File: config.mk
export PLATFORM = sky130hd
export DESIGN_NAME = input_handler
export DESIGN_NICKNAME = d
export VERILOG_FILES = /design/src/rtl/input_handler.sv
export SDC_FILE = /design/constraint.sdc
export NUM_CORES = 1
export LEC_CHECK = 0
export CORE_UTILIZATION = 58
export DETAILED_ROUTE_END_ITERATION = 10
export DONT_BUFFER_PORTS = 1
export PLACE_DENSITY = 0.73
export SYNTH_ARGS = -nofsm -noshare
export SYNTH_HDL_FRONTEND = slang
export SYNTH_SLANG_ARGS = --single-unit
File: constraint.sdc
create_clock -name clk -period 3.9 [get_ports clk]
set_clock_uncertainty 0.05 [all_clocks]
set_input_delay 0.78 -clock clk [delete_from_list [all_inputs] [get_ports clk]]
set_output_delay 0.78 -clock clk [all_outputs]
set_load 0.01 [all_outputs]
File: src/rtl/input_handler.sv
// Button synchroniser/debouncer and once-per-frame player motion for graphics_driver.
// Walk left/right with edge saturation; vertical GROUND/ASCEND/DESCEND jump state machine.
module input_handler #(
  parameter int DEBOUNCE_CYCLES   = 1471400,
  parameter bit BUTTON_ACTIVE_LOW = 1'b1,
  parameter int SCREEN_W          = 1680,
  parameter int PLAYER_W          = 32,
  parameter int X_START           = 824,
  parameter int WALK_SPEED        = 4,
  parameter int JUMP_V            = 12,
  parameter int GRAVITY           = 1,
  parameter int MAX_FALL          = 16
) (
  input  logic        clk,
  input  logic        rst,
  input  logic        left_button,
  input  logic        right_button,
  input  logic        jump,
  input  logic        refresh,
  output logic [10:0] player_x,
  output logic [9:0]  player_y,
  output logic        airborne,
  output logic        update_strobe,
  output logic [2:0]  btn_db
);

  localparam int X_MAX = SCREEN_W - PLAYER_W;
  localparam int CNT_W = $clog2(DEBOUNCE_CYCLES + 1);

  typedef enum logic [1:0] {GROUND, ASCEND, DESCEND} state_t;

  state_t           state;
  logic [3:0]       sync1, sync2;
  logic             refresh_q;
  logic             jump_prev;
  logic             jump_req;
  logic [7:0]       vy;
  logic [CNT_W-1:0] db_cnt [3];

  logic [2:0]  btn_lvl;
  logic        frame_tick;
  logic        jump_edge;
  logic        jump_take;
  logic [11:0] x_wide;
  logic [10:0] x_next;
  logic [10:0] y_up;
  logic [8:0]  vy_inc;
  logic [7:0]  vn;

  // Bit order: {refresh, jump, right, left}.
  always_ff @(posedge clk or posedge rst) begin
    if (rst) begin
      sync1     <= '0;
      sync2     <= '0;
      refresh_q <= 1'b0;
    end else begin
      // NOTE: non-blocking assignments keep this a true two-stage shift register.
      sync1     <= {refresh, jump, right_button, left_button};
      sync2     <= sync1;
      refresh_q <= sync2[3];
    end
  end

  assign btn_lvl    = BUTTON_ACTIVE_LOW ? ~sync2[2:0] : sync2[2:0];
  assign frame_tick = sync2[3] & ~refresh_q;

  always_ff @(posedge clk or posedge rst) begin
    if (rst) begin
      btn_db <= '0;
      for (int i = 0; i < 3; i++) db_cnt[i] <= '0;
    end else begin
      for (int i = 0; i < 3; i++) begin
        if (btn_lvl[i] == btn_db[i]) begin
          db_cnt[i] <= '0;
        end else if (db_cnt[i] == CNT_W'(DEBOUNCE_CYCLES - 1)) begin
          btn_db[i] <= ~btn_db[i];
          db_cnt[i] <= '0;
        end else begin
          db_cnt[i] <= db_cnt[i] + 1'b1;
        end
      end
    end
  end

  assign jump_edge = btn_db[2] & ~jump_prev;
  // A press landing on the tick cycle itself is still honoured by this tick.
  assign jump_take = jump_req | jump_edge;

  always_ff @(posedge clk or posedge rst) begin
    if (rst) begin
      jump_prev <= 1'b0;
      jump_req  <= 1'b0;
    end else begin
      jump_prev <= btn_db[2];
      if (frame_tick)     jump_req <= 1'b0;
      else if (jump_edge) jump_req <= 1'b1;
    end
  end

  // 12-bit arithmetic so neither edge can wrap.
  always_comb begin
    x_wide = {1'b0, player_x};
    x_next = player_x;
    if (btn_db[0] && !btn_db[1]) begin
      x_next = (x_wide < 12'(WALK_SPEED)) ? 11'd0 : 11'(x_wide - 12'(WALK_SPEED));
    end else if (btn_db[1] && !btn_db[0]) begin
      x_next = (x_wide + 12'(WALK_SPEED) > 12'(X_MAX)) ? 11'(X_MAX)
                                                     : 11'(x_wide + 12'(WALK_SPEED));
    end
  end

  assign y_up   = {1'b0, player_y} + 11'(vy);
  assign vy_inc = {1'b0, vy} + 9'(GRAVITY);
  assign vn     = (vy_inc > 9'(MAX_FALL)) ? 8'(MAX_FALL) : vy_inc[7:0];

  always_ff @(posedge clk or posedge rst) begin
    if (rst) begin
      state         <= GROUND;
      player_x      <= 11'(X_START);
      player_y      <= '0;
      vy            <= '0;
      airborne      <= 1'b0;
      update_strobe <= 1'b0;
    end else begin
      update_strobe <= frame_tick;
      if (frame_tick) begin
        player_x <= x_next;
        case (state)
          GROUND: begin
            if (jump_take) begin
              state    <= ASCEND;
              vy       <= 8'(JUMP_V);
              airborne <= 1'b1;
            end
          end
          ASCEND: begin
            player_y <= y_up[10] ? 10'd1023 : y_up[9:0];
            if (vy <= 8'(GRAVITY)) begin
              vy    <= '0;
              state <= DESCEND;
            end else begin
              vy <= vy - 8'(GRAVITY);
            end
          end
          DESCEND: begin
            if ({1'b0, player_y} <= 11'(vn)) begin
              player_y <= '0;
              vy       <= '0;
              state    <= GROUND;
              airborne <= 1'b0;
            end else begin
              player_y <= player_y - 10'(vn);
              vy       <= vn;
            end
          end
          default: state <= GROUND;
        endcase
      end
    end
  end

endmodule

# Yosys cells after proc, flatten, opt, wreduce, memory -nomap -nowiden
# Cells that the tools add are included.
word_totals:
  regBits: 110
  in_bits: 6
  output_inout_bits: 26
  wordCells: 99
classes:
  add_sub_neg: 9
  n_lt_le_gt_ge: 5
  n_eq_ne: 11
  n_mux: 27
  n_bitwise: 12
  n_reduce_logical: 18
op_table:
  columns: ["cell", "count"]
  rows:
  - ["$mux W21", 6]
  - ["$add A21 B1 Y21 const B", 3]
  - ["$eq A21 B21 Y1 const B", 3]
  - ["$mux W11", 4]
  - ["$mux W8", 4]
  - ["$pmux W8 S3", 1]
  - ["$mux W10", 2]
  - ["$pmux W10 S2", 1]
  - ["$add A11 B3 Y12 const B", 1]
  - ["$gt A12 B11 Y1 const B", 1]
  - ["$add A10 B8 Y11", 1]
  - ["$lt A11 B3 Y1 const B", 1]
  - ["$sub A11 B3 Y11 const B", 1]
  - ["$le A10 B8 Y1", 1]
  - ["$reduce_and A2 Y1", 5]
  - ["$sub A10 B8 Y10", 1]
  - ["$add A8 B1 Y9 const B", 1]
  - ["$gt A9 B5 Y1 const B", 1]
  - ["$le A8 B1 Y1 const B", 1]
  - ["$not A1 Y1", 8]
  - ["$reduce_and A4 Y1", 2]
  - ["$reduce_bool A2 Y1", 4]
  - ["$sub A8 B1 Y8 const B", 1]
  - ["$mux W2", 3]
  - ["15 further kinds", 25]

# Longest topological paths before layout
# Gate-level depths: netlist (run 1).
depth:
  ltp_word: 6
  depth_mapped: 16
  ltp_nobuf: 15

# Worst setup path after synthesis (run 1)
# No wires, ideal clock.
synth_timing:
  kind: "register to register"
  startpoint: "register vy[0]"
  endpoint: "register state[0]"
  setup_ns: 0.128
  arrival_ns: 3.540
  required_ns: 3.722
  path_slack_ns: 0.182
  path_stages_with_launch: 16
  path_buffers: 0
  synth_period_minus_slack_ns: 3.718
  path_cell_list: "dfrtp_1 > ha_1 > nand2_1 > nand4_1 > a211oi_1 > a21boi_2 > and2_1 > ha_1 > inv_1 > fa_1 > a21o_1 > a21o_1 > a21oi_1 > o21ai_1 > nor3_4 > mux2_1"
synth_via:
  elab_chain_len: 6
  word_cells_on_any_way: 8
  cone_classes: "add/sub: 1; order compare: 3; eq/ne: 2; mux: 1; reduce/logical: 1"
synth_rtl:
  columns: ["item", "line", "text"]
  rows:
  - ["from (decl)", "37", "logic [7:0] vy;"]
  - ["from (signal assigned)", "132", "vy <= 8'(JUMP_V);"]
  - ["from (signal assigned)", "142", "vy <= vy - 8'(GRAVITY);"]
  - ["from (signal assigned)", "153", "vy <= vn;"]
  - ["$add A8 B1 Y9", "113", "assign vy_inc = {1'b0, vy} + 9'(GRAVITY);"]
  - ["$gt A9 B5 Y1", "114", "assign vn = (vy_inc > 9'(MAX_FALL)) ? 8'(MAX_FALL) : vy_inc[7:0];"]
  - ["$mux W8", "114", null]
  - ["$le A10 B8 Y1", "146", "if ({1'b0, player_y} <= 11'(vn)) begin"]
  - ["$ne A2 B2 Y1 (no source line)", null, null]
  - ["$reduce_and A4 Y1 (no source line) (*)", null, null]
  - ["to (signal assigned)", "118", "state <= GROUND;"]
  - ["to (signal assigned)", "149", "state <= GROUND;"]
  - ["to (signal assigned)", "156", "default: state <= GROUND;"]
  - ["to (decl)", "32", "state_t state;"]
# Mark *: on every way between the ends. The rest lies on a longest branch, timed or not.
# A chain may end at the register's enable or synchronous reset.

# Worst setup path in the final report (run 1)
layout_timing:
  startpoint: "register vy[1]"
  endpoint: "register player_y[1]"
layout_via:
  elab_chain_len: 6
  word_cells_on_any_way: 9
  cone_classes: "add/sub: 3; order compare: 2; mux: 4"
layout_rtl:
  columns: ["item", "line", "text"]
  rows:
  - ["$add A8 B1 Y9", "113", null]
  - ["$gt A9 B5 Y1", "114", null]
  - ["$mux W8", "114", null]
  - ["$sub A10 B8 Y10 / $le A10 B8 Y1 (equally long branches)", "152, 146", null]
  - ["$mux W10", "146", null]
  - ["$pmux W10 S2 (*)", "128", "case (state)"]
  - ["to (signal assigned)", "137", "player_y <= y_up[10] ? 10'd1023 : y_up[9:0];"]
  - ["to (signal assigned)", "152", "player_y <= player_y - 10'(vn);"]
  - ["to (decl)", "21", "output logic [9:0] player_y,"]
# Marks and branches as above.

==> impl_metrics.csv, run 1 <==
group,metric,value,unit
run_status,status,"finished, final reports clean",
logic_synthesis,synth_xor_area_frac,0.09600,
timing,tightest_slew,0.9296,ns
drt,num_vias,5373,
timing,fmaxAchievable,0.2729,GHz
cells_and_area,finalNetCount,773,
global_routing,grt_overflow_total,0,
min_path,hp-class,"flip-flop to flip-flop",
cts,cts_tree,"yes",
critical_path,required,4.09,ns
logic_synthesis,synth_top_area_cell,"dfrtp_1",
die,die-area,0.01175,mm^2
placed_design,gp_congestion,0.9098,
placed_design,dpl.hpwl,9801,um
drt,postRouteAntennaNets,0,
cells_and_area,area_growth,6.362,%
timing,hold_violations,0,
critical_path,critPathCaptureType,"flip-flop",
die,num_io_pins,32,
timing,maxSlewViolCount,0,
global_routing,grt_max_degree,69,
pwr,power.density,295.1,mW/mm^2
global_routing,track_usage,0.2525,
logic_synthesis,ys_async_sr_fraction,1.000,
logic_synthesis,synthAdderAreaFrac,0.06133,
logic_synthesis,yosysSeqAreaShare,0.4124,
logic_synthesis,synth_top_family_by_area,"simple AND/OR/NAND/NOR gates",
cells_and_area,layout.cells.non_filler,882,
placed_design,placed_cells,865,
pwr,p_leak,0.002838,uW
global_routing,antenna_found_initial,1,
critical_path,path_max_fanout,14,
die,initial_utilization,0.6007,
placed_design,io_buffer_count,0,
critical_path,path_class,"flip-flop to flip-flop",
cts,clkTransAtPathRegs,0.08,ns
global_routing,grt_pass1_wl,23570,um
drt,met2_length,6473,um
critical_path,cp_slowest_cell,"dfrtp_1",
die,chipWidth,108.4,um
die,core,0.01094,mm^2
logic_synthesis,syn_avg_cell_area,8.853,um^2
drt,top_layer_used,"met4",
pwr,vdd_ir_drop_max,0.3654,mV
critical_path,slowest_delay,0.45,ns
logic_synthesis,synth.distinct_cells,70,
critical_path,cpMostUsedCell,"a21o_1",
cells_and_area,multi_input_area,0.003622,mm^2
critical_path,crit_arrival,3.85,ns
logic_synthesis,synth_area_leaders,"dfrtp_1 39%, nor2_1 6.1%, ha_1 5.5%",
logic_synthesis,synth_mux_area_frac,0.007810,
logic_synthesis,synth_area,0.006569,mm^2
logic_synthesis,synth_edf_count,0,
cts,cts.sink_count,108,
cts,cts-root-buf,"clkbuf_16",
drt,drt-met1-wl,6245,um
timing,period_share,0.9397,
cts,post-cts-setup-buffers,0,
cells_and_area,register_area,0.002709,mm^2
cts,clk_latency,0.35,ns
logic_synthesis,synth_cells,742,
timing,rsz0062_at_grt,"no",
cells_and_area,fillerInstances,905,
global_routing,grt_pass1_vias,5200,
cells_and_area,drive_gt1_frac,0.06208,
logic_synthesis,synth_compound_area_frac,0.1550,
cts,htree_num_levels,3,
timing,period_needed,3.665,ns
drt,wl_per_cell,15.61,um
cells_and_area,post-route-util,0.6389,
timing,finalSetupTns,0,ns
logic_synthesis,synthSimpleGateAreaFrac,0.2267,
logic_synthesis,synth.yosys.warnings,0,
drt,drcViolationCount,0,
logic_synthesis,synth_top_cell_area_share,0.3924,
drt,post_drt_via_cell_ratio,6.092,
cts,clock_path_buffers,2,
timing,relSlewSlack,0.3780,
timing,final-setup-viol-count,0,
logic_synthesis,synth-seq-cells,108,
drt,dr.first_iter.drc_count,499,
critical_path,path_cells,"ha_2 -> nand2_1 -> nand4_1 -> a211oi_2 -> a21boi_2 -> and2_1 -> ha_1 -> inv_1 -> fa_1 -> a21o_1 -> a21o_1 -> a21oi_2 -> o21ai_1 -> buf_4 -> a211oi_1 -> a21oi_1",
drt,firstDrtPassIters,5,
die,std_cell_rows,38,
drt,wl_met3,770,um
drt,wl,13760,um
cts,cts_buffers,9,
critical_path,start_kind,"flip-flop",
die,die-height,108.4,um
logic_synthesis,synth-main-ff-cell,"dfrtp_1",
run,drv_cap,0,
==> cells in the mapped netlist (9+ instances only) <==
cell,count
nor2_1,107
dfrtp_1,103
nand2_1,58
a21oi_1,42
xor2_1,38
nand3_1,35
inv_1,34
xnor2_1,34
ha_1,29
nand4_1,25
o21ai_1,20
o21ai_0,19
clkbuf_1,16
nor3_1,14
nor4_1,13
buf_2,10
a21o_1,9
==> routing by layer <==
| metal | up-vias | track usage |
|---|---|---|
| li1 | 2604 | - |
| met1 | 2591 | 0.3322 |
| met2 | 149 | 0.4073 |
| met3 | 29 | 0.05184 |
| met4 | 0 | 0.1014 |
| met5 | - | 0 |
==> cells in the final DEF (no fill, tap or decap), types with 3 or more instances in the layout <==
| cell | n |
|---|---|
| clkbuf_16 | 9 |
| a41oi_1 | 3 |
| and3_1 | 8 |
| a21oi_1 | 41 |
| nand3_1 | 35 |
| dfstp_2 | 5 |
| o211ai_1 | 7 |
| inv_1 | 33 |
| nor4_1 | 13 |
| o21ai_0 | 19 |
| a21o_1 | 9 |
| dfrtp_1 | 103 |
| ha_1 | 28 |
| or3_1 | 4 |
| nand3b_1 | 6 |
| a211oi_1 | 7 |
| mux2i_1 | 4 |
| conb_1 | 5 |
| nor2b_1 | 6 |
| o2111ai_1 | 3 |
| buf_4 | 9 |
| a211o_1 | 3 |
| nor2_1 | 107 |
| xnor2_1 | 34 |
| nand2b_1 | 5 |
| o22ai_1 | 4 |
| nand2_1 | 58 |
| a31oi_1 | 8 |
| nand4_1 | 25 |
| and2_1 | 7 |
| xor2_1 | 38 |
| nor3_1 | 14 |
| o21ai_1 | 20 |
==> registers in the layout, summed over array words and instances, names as in the netlist <==
register and cells:
airborne 1, btn_db 3, db_cnt 63, jump_prev 1
jump_req 1, player_x 9, player_y 10, refresh_q 1
state 2, sync1 4, sync2 4, update_strobe 1
vy 8
==> critical path: cells and delay by family (launching register included) <==
| kind | cells | cell delay [ns] |
|---|---|---|
| flip-flops | 1 | 0.45 |
| buffers and inverters | 2 | 0.28 |
| adder cells (fa/ha/maj) | 3 | 0.80 |
| AO/OA/AOI/OAI | 8 | 1.60 |
| AND/OR/NAND/NOR | 3 | 0.35 |
==> worst paths after layout <==
kind                                from  slack (ns)          end  cells after the start
worst max-delay path               vy[1]        0.24  player_y[1]                     16
min in group asynchronous            rst        0.42   db_cnt[53]                      1
worst min register to register  sync1[1]        0.30     sync2[1]                      0
worst min-delay path            sync1[1]        0.30     sync2[1]                      0
max in group asynchronous            rst        2.55  player_x[3]                      2
worst max register to register     vy[1]        0.24  player_y[1]                     16
==> where the power goes <==
group          internal [uW]  switching, uW
clock network            439            416
logic                   16.8           47.8
registers               1130           10.1
==> through the flow <==
stage | hold WS [ns] | instance area, um^2 | total power (uW) | setup slack (ns)
after CTS | 0.3033 | 6973 | 2088 | 0.08898
after global placement | 0.2859 | 6696 | 1229 | 0.3022
after floorplan | 0.2812 | 6580 | 1215 | 0.1821
after detailed placement | 0.2855 | 6696 | 1231 | 0.1272
after global routing | 0.3193 | 6987 | 2143 | 0.001547
final | 0.3031 | 6987 | 2062 | 0.2353
==> timing repair <==
action	in CTS	in global routing
resized for setup	0	3
endpoints found under the setup margin	0	15
hold buffers	0	0
==> cell type report <==
class,count,area share
repair buffers,9,0.009670
inverters,35,0.01916
flip-flops and latches,108,0.3877
well taps,140,0.02507
multi-input cells,573,0.5184
diodes,1,0.0003582
clock buffers,10,0.03277
clock inverters,6,0.006805
==> cells by family (layout without fill, tap and decap cells) <==
logic type / Yosys count / count (layout)
AO/OA/AOI/OAI: 156 / 156
other: 2 / 6
buffers and inverters: 64 / 60
multiplexers: 5 / 5
flip-flops: 108 / 108
AND/OR/NAND/NOR: 304 / 304
XOR/XNOR: 72 / 72
adder cells (fa/ha/maj): 31 / 31
Note: power is estimated with default switching activity, not from simulation.
==> inputs of run 2 (changes only) <==
CORE_MARGIN = 4   (was not set)
==> run 2 against run 1 <==
Against the previous run:
- critical endpoint is now state[1]
- clock power increased by 22%
- final cell count decreased by 0.23%
- count of clock-buffer cells in the layout increased by 2
- register-to-register slack got worse by 0.04 ns
- utilization increased by 0.34 points
- via count decreased by 1.1%
- cell area increased by 0.97%
- maximum frequency decreased by 1.1%
- combinational power increased by 3.2%
- critical path depth decreased by 1
==> impl_metrics.csv, run 2 (synthesized netlist as in run 1, its figures left out) <==
group,metric,value,unit
cells_and_area,reg_top3,"db_cnt (63), player_y (10), player_x (9)",
drt,drcViolationCount,0,
global_routing,grtUsageMet1,0.3084,
critical_path,cp_slowest_cell,"dfrtp_1",
cells_and_area,stdcell_area,0.007054,mm^2
die,num_io_pins,32,
timing,hold_violations,0,
critical_path,crit_arrival,3.89,ns
timing,final-setup-viol-count,0,
cells_and_area,num_antenna_cells,0,
timing,relSlewSlack,0.3677,
die,die-area,0.01309,mm^2
cts,clock_path_buffers,2,
drt,num_vias,5312,
cells_and_area,final_common_cell,"nor2_1",
drt,dr.first_iter.drc_count,405,
timing,period_needed,3.704,ns
drt,post_drt_via_cell_ratio,6.036,
global_routing,grt_overflow_total,0,
critical_path,path_max_fanout,14,
global_routing,track_usage,0.2269,
timing,finalSetupTns,0,ns
cts,cts_tree,"yes",
timing,period_share,0.9499,
timing,tightest_slew,0.9449,ns
placed_design,place_area,0.006701,mm^2
cts,clkTransAtPathRegs,0.07,ns
global_routing,use_met3,0.03330,
pwr,vdd_ir_drop_max,0.3105,mV
cells_and_area,fillerInstances,916,
run,drv_cap,0,
cts,cts_buffers,9,
cts,cts.sink_count,108,
critical_path,slowest_delay,0.42,ns
critical_path,required,4.09,ns
global_routing,grt_use_met2,0.3768,
cts,clk_latency,0.35,ns
drt,postRouteAntennaNets,0,
cts,htree_num_levels,3,
global_routing,grt_pass1_vias,5172,
cells_and_area,largest_register_ffs,63,
critical_path,cpLargestDelayFamily,"compound AO/OA/AOI/OAI gates",
critical_path,crit_buf_inv,2,
global_routing,grt_max_degree,70,
critical_path,path_cells,"ha_1 -> nand2_1 -> nand4_1 -> a211oi_2 -> a21boi_2 -> and2_1 -> ha_1 -> inv_1 -> fa_1 -> a21o_1 -> a21o_1 -> a21oi_2 -> o21ai_1 -> buf_4 -> o32a_1",
placed_design,dpl.hpwl,10040,um
timing,fmaxAchievable,0.2699,GHz
critical_path,critPathCaptureType,"flip-flop",
global_routing,antenna_found_initial,0,
run_status,status,"finished, final reports clean",
cells_and_area,finalNetCount,772,
min_path,hp-class,"flip-flop to flip-flop",
global_routing,top_usage_layer,"met2",
die,die-height,114.4,um
placed_design,io_buffer_count,0,
die,initial_utilization,0.5981,
cells_and_area,max_flop_register,"db_cnt",
pwr,p_leak,0.002869,uW
pwr,total_power,2247,uW
die,std_cell_rows,38,
timing,maxSlewViolCount,0,
cts,cts-root-buf,"clkbuf_16",
critical_path,path_class,"flip-flop to flip-flop",
cells_and_area,mostFrequentLayoutCells,"107 x nor2_1, 103 x dfrtp_1, 58 x nand2_1",
global_routing,grt_pass1_wl,24420,um
die,core,0.01098,mm^2
cts,postCtsHoldBufs,0,
cells_and_area,drive_gt1_frac,0.05811,
drt,firstDrtPassIters,5,
die,chipWidth,114.4,um
placed_design,gp_congestion,0.9089,
cells_and_area,area_growth,7.391,%
timing,holdWs,0.3001,ns
cells_and_area,register_area,0.002709,mm^2
pwr,power.density,318.5,mW/mm^2
drt,wl_per_cell,15.98,um
drt,wl,14070,um
cells_and_area,multi_input_area,0.003620,mm^2
critical_path,start_kind,"flip-flop",
run 2: path summary, 6_finish.rpt:
check	slack, ns	cells past startpoint	startpoint	endpoint
max	0.20	15	vy[1]	state[1]
min	0.30	0	sync1[0]	sync2[0]
max reg2reg	0.20	15	vy[1]	state[1]
min reg2reg	0.30	0	sync1[0]	sync2[0]
max in group asynchronous	2.60	2	rst	player_x[3]
min in group asynchronous	0.44	1	rst	sync1[0]
run 2: final cells by class:
cell class / instances / share of cell area
Multi-Input combinational cell: 573 / 0.5131
Sequential cell: 108 / 0.3840
Clock buffer: 12 / 0.03494
Tap cell: 140 / 0.02483
Inverter: 35 / 0.01898
Clock inverter: 4 / 0.01383
Timing Repair Buffer: 8 / 0.01029
run 2: metal layers:
metal,wire length [um],up-vias,part of all wire
met5,0,-,0
met4,238,0,0.017
met3,600,18,0.043
met2,6820,131,0.48
met1,6407,2569,0.46
li1,-,2594,-
run 2: worst register-to-register path: stages (launching register included):
cell      delay, ns
dfrtp_1        0.42
ha_1           0.28
nand2_1        0.11
nand4_1        0.12
a211oi_2       0.26
a21boi_2       0.22
and2_1         0.15
ha_1           0.16
inv_1          0.06
fa_1           0.41
a21o_1         0.18
a21o_1         0.23
a21oi_2        0.23
o21ai_1        0.16
buf_4          0.23
o32a_1         0.34
run 2: power by group:
part	leakage, uW	switching (uW)	internal (uW)
Combinational	0.00130	49.2	17.6
Clock	0.000163	392	646
Sequential	0.00140	9.64	1130
Total	0.00287	451	1800
run 2: timing repair:
action	CTS	global route
endpoints found under the setup margin	0	6
setup buffers	0	0
resized for setup	0	2
run 2: stage by stage:
step / instances / setup WS, ns / utilization
6_report: 880 / 0.1955 / 0.6423
5_1_grt: 880 / -0.02008 / 0.6423
4_1_cts: 880 / 0.1611 / 0.6415
3_5_place_dp: 864 / 0.1840 / 0.6102
3_3_place_gp: 864 / 0.3146 / 0.6102
2_1_floorplan: 745 / 0.1821 / -
==> inputs of run 3 (changes only) <==
RECOVER_POWER = 100   (was not set)
==> run 3 against run 2 <==
Against the previous run:
- register-to-register slack is essentially flat
- die area is the same
- sequential power is essentially flat
- flip-flop and latch count is the same
- critical path depth is the same
- hold slack is essentially flat
- worst setup slack gained 0.011 ns
- cell area shrank 0.28%
- wire length grew 0.21%
- the flow now finishes with violations (capacitance limit, slew limit)
- maximum frequency grew 0.29%
- first-iteration DRC count grew 11%
==> impl_metrics.csv, run 3 (synthesized netlist as in run 1, its figures left out) <==
group,metric,value,unit
timing,hold_violations,0,
drt,postRouteAntennaNets,0,
critical_path,start_kind,"flip-flop",
drt,wl_per_cell,16.02,um
cts,cts.sink_count,108,
placed_design,io_buffer_count,0,
timing,setup_slack,0.2064,ns
critical_path,path_cells,"ha_1 -> nand2_1 -> nand4_1 -> a211oi_2 -> a21boi_2 -> and2_1 -> ha_1 -> inv_1 -> fa_1 -> a21o_1 -> a21o_1 -> a21oi_2 -> o21ai_1 -> buf_4 -> o32a_1",
cts,cts_buffers,9,
global_routing,grt_max_degree,70,
global_routing,grt_overflow_total,0,
global_routing,grt_pass1_vias,5172,
cts,htree_num_levels,3,
critical_path,r2r_cells,15,
placed_design,placed_cells,864,
timing,holdWs,0.3001,ns
critical_path,critPathCaptureType,"flip-flop",
cts,clkTransAtPathRegs,0.07,ns
critical_path,reg2reg_to,"state[1]",
cells_and_area,layout.cells.non_filler,880,
drt,firstDrtPassIters,6,
critical_path,critPathLaunch,"vy[1]",
cts,clock_path_buffers,2,
cells_and_area,mostFrequentLayoutCells,"107 x nor2_1, 103 x dfrtp_1, 59 x nand2_1",
global_routing,track_usage,0.2269,
critical_path,ff2ff_setup_slack,0.21,ns
die,num_io_pins,32,
critical_path,cp_slowest_cell,"dfrtp_1",
cells_and_area,max_flop_register,"db_cnt",
cells_and_area,final_common_cell,"nor2_1",
timing,period_share,0.9471,
timing,period_needed,3.694,ns
pwr,vdd_ir_drop_max,0.3109,mV
timing,finalSetupTns,0,ns
run,drv_cap,1,
timing,maxSlewViolCount,69,
min_path,holdPathStages,0,
placed_design,pre_cts_ws,0.1840,ns
critical_path,crit_buf_inv,2,
die,die-area,0.01309,mm^2
die,chipWidth,114.4,um
drt,wl,14100,um
timing,final-setup-viol-count,0,
placed_design,gp_congestion,0.9089,
critical_path,endpoint,"state[1]",
die,std_cell_rows,38,
placed_design,dpl.hpwl,10040,um
critical_path,crit_arrival,3.88,ns
cts,postCtsHoldBufs,0,
cells_and_area,num_antenna_cells,0,
timing,relSlewSlack,-0.7374,
die,die-height,114.4,um
drt,dr.first_iter.drc_count,448,
cts,cts-root-buf,"clkbuf_16",
cts,clk_latency,0.35,ns
cells_and_area,drive_gt1_frac,0.04324,
die,initial_utilization,0.5981,
cells_and_area,largest_register_ffs,63,
critical_path,path_max_fanout,14,
drt,num_vias,5317,
global_routing,antenna_found_initial,0,
cells_and_area,reg_top3,"db_cnt (63), player_y (10), player_x (9)",
cells_and_area,fillerInstances,923,
min_path,hp-class,"flip-flop to flip-flop",
global_routing,grt_pass1_wl,24420,um
die,core,0.01098,mm^2
drt,drcViolationCount,0,
cells_and_area,area_growth,7.086,%
critical_path,crit_cells,15,
critical_path,timing.rr.start,"vy[1]",
drt,post_drt_via_cell_ratio,6.042,
cells_and_area,post-route-util,0.6405,
run_status,status,"complete, but fails checks",
cells_and_area,finalNetCount,772,
critical_path,cpLargestDelayFamily,"compound AO/OA/AOI/OAI gates",
timing,fmaxAchievable,0.2707,GHz
critical_path,required,4.09,ns
critical_path,path_class,"flip-flop to flip-flop",
cts,cts_tree,"yes",
timing,tightest_slew,2.603,ns
pwr,power.density,319.4,mW/mm^2
pwr,p_leak,0.002864,uW
run_status,violations,"capacitance limit, slew limit",
critical_path,slowest_delay,0.42,ns
[run 3: where the power goes]
part	leakage, uW	total [uW]	switching (uW)	internal [uW]
logic	0.00130	66.0	49.0	17.1
clock network	0.000163	1040	393	646
registers	0.00141	1140	9.64	1130
[run 3: worst min path at each step]
| stage | from | end |
|---|---|---|
| 4_1_cts | sync1[2] | sync2[2] |
| 3_3_place_gp | sync1[2] | sync2[2] |
| 5_1_grt | sync1[2] | sync2[2] |
| 6_report | sync1[0] | sync2[0] |
| 3_5_place_dp | sync1[2] | sync2[2] |
| 2_1_floorplan | sync1[0] | sync2[0] |
[run 3: final cells by class]
type | count | area [um^2] | share of cell area
multi-input cells | 573 | 3606 | 0.5126
flip-flops and latches | 108 | 2709 | 0.3851
clock buffers | 12 | 246.5 | 0.03504
well taps | 140 | 175.2 | 0.02490
inverters | 35 | 131.4 | 0.01868
clock inverters | 4 | 97.59 | 0.01387
repair buffers | 8 | 68.82 | 0.009783
[run 3: timing repair]
item / CTS / global route
buffers inserted: 0 / 0
endpoints found under the setup margin: 0 / 6
gates resized for setup: 0 / 2
[run 3: per-layer routing]
layer  share of wire  up-vias  wire, um  track usage
li1                -     2590         -            -
met5               0        -         0            0
met4           0.017        0       244      0.06968
met2            0.49      138      6857       0.3768
met1            0.45     2569      6389       0.3084
met3           0.043       20       604      0.03330
[run 3: stage by stage]
| step | cell area [um^2] | total power, uW |
|---|---|---|
| 2_1_floorplan | 6580 | 1215 |
| 5_1_grt | 7034 | 2337 |
| 3_3_place_gp | 6701 | 1230 |
| 3_5_place_dp | 6701 | 1233 |
| 4_1_cts | 7046 | 2274 |
| 6_report | 7034 | 2247 |
[run 3: worst register-to-register path, delay by kind of cell (launching register included)]
family / cells / cell delay (ns)
AO/OA/AOI/OAI: 7 / 1.62
buffers and inverters: 2 / 0.29
adder cells (fa/ha/maj): 3 / 0.85
flip-flops: 1 / 0.42
AND/OR/NAND/NOR: 3 / 0.37
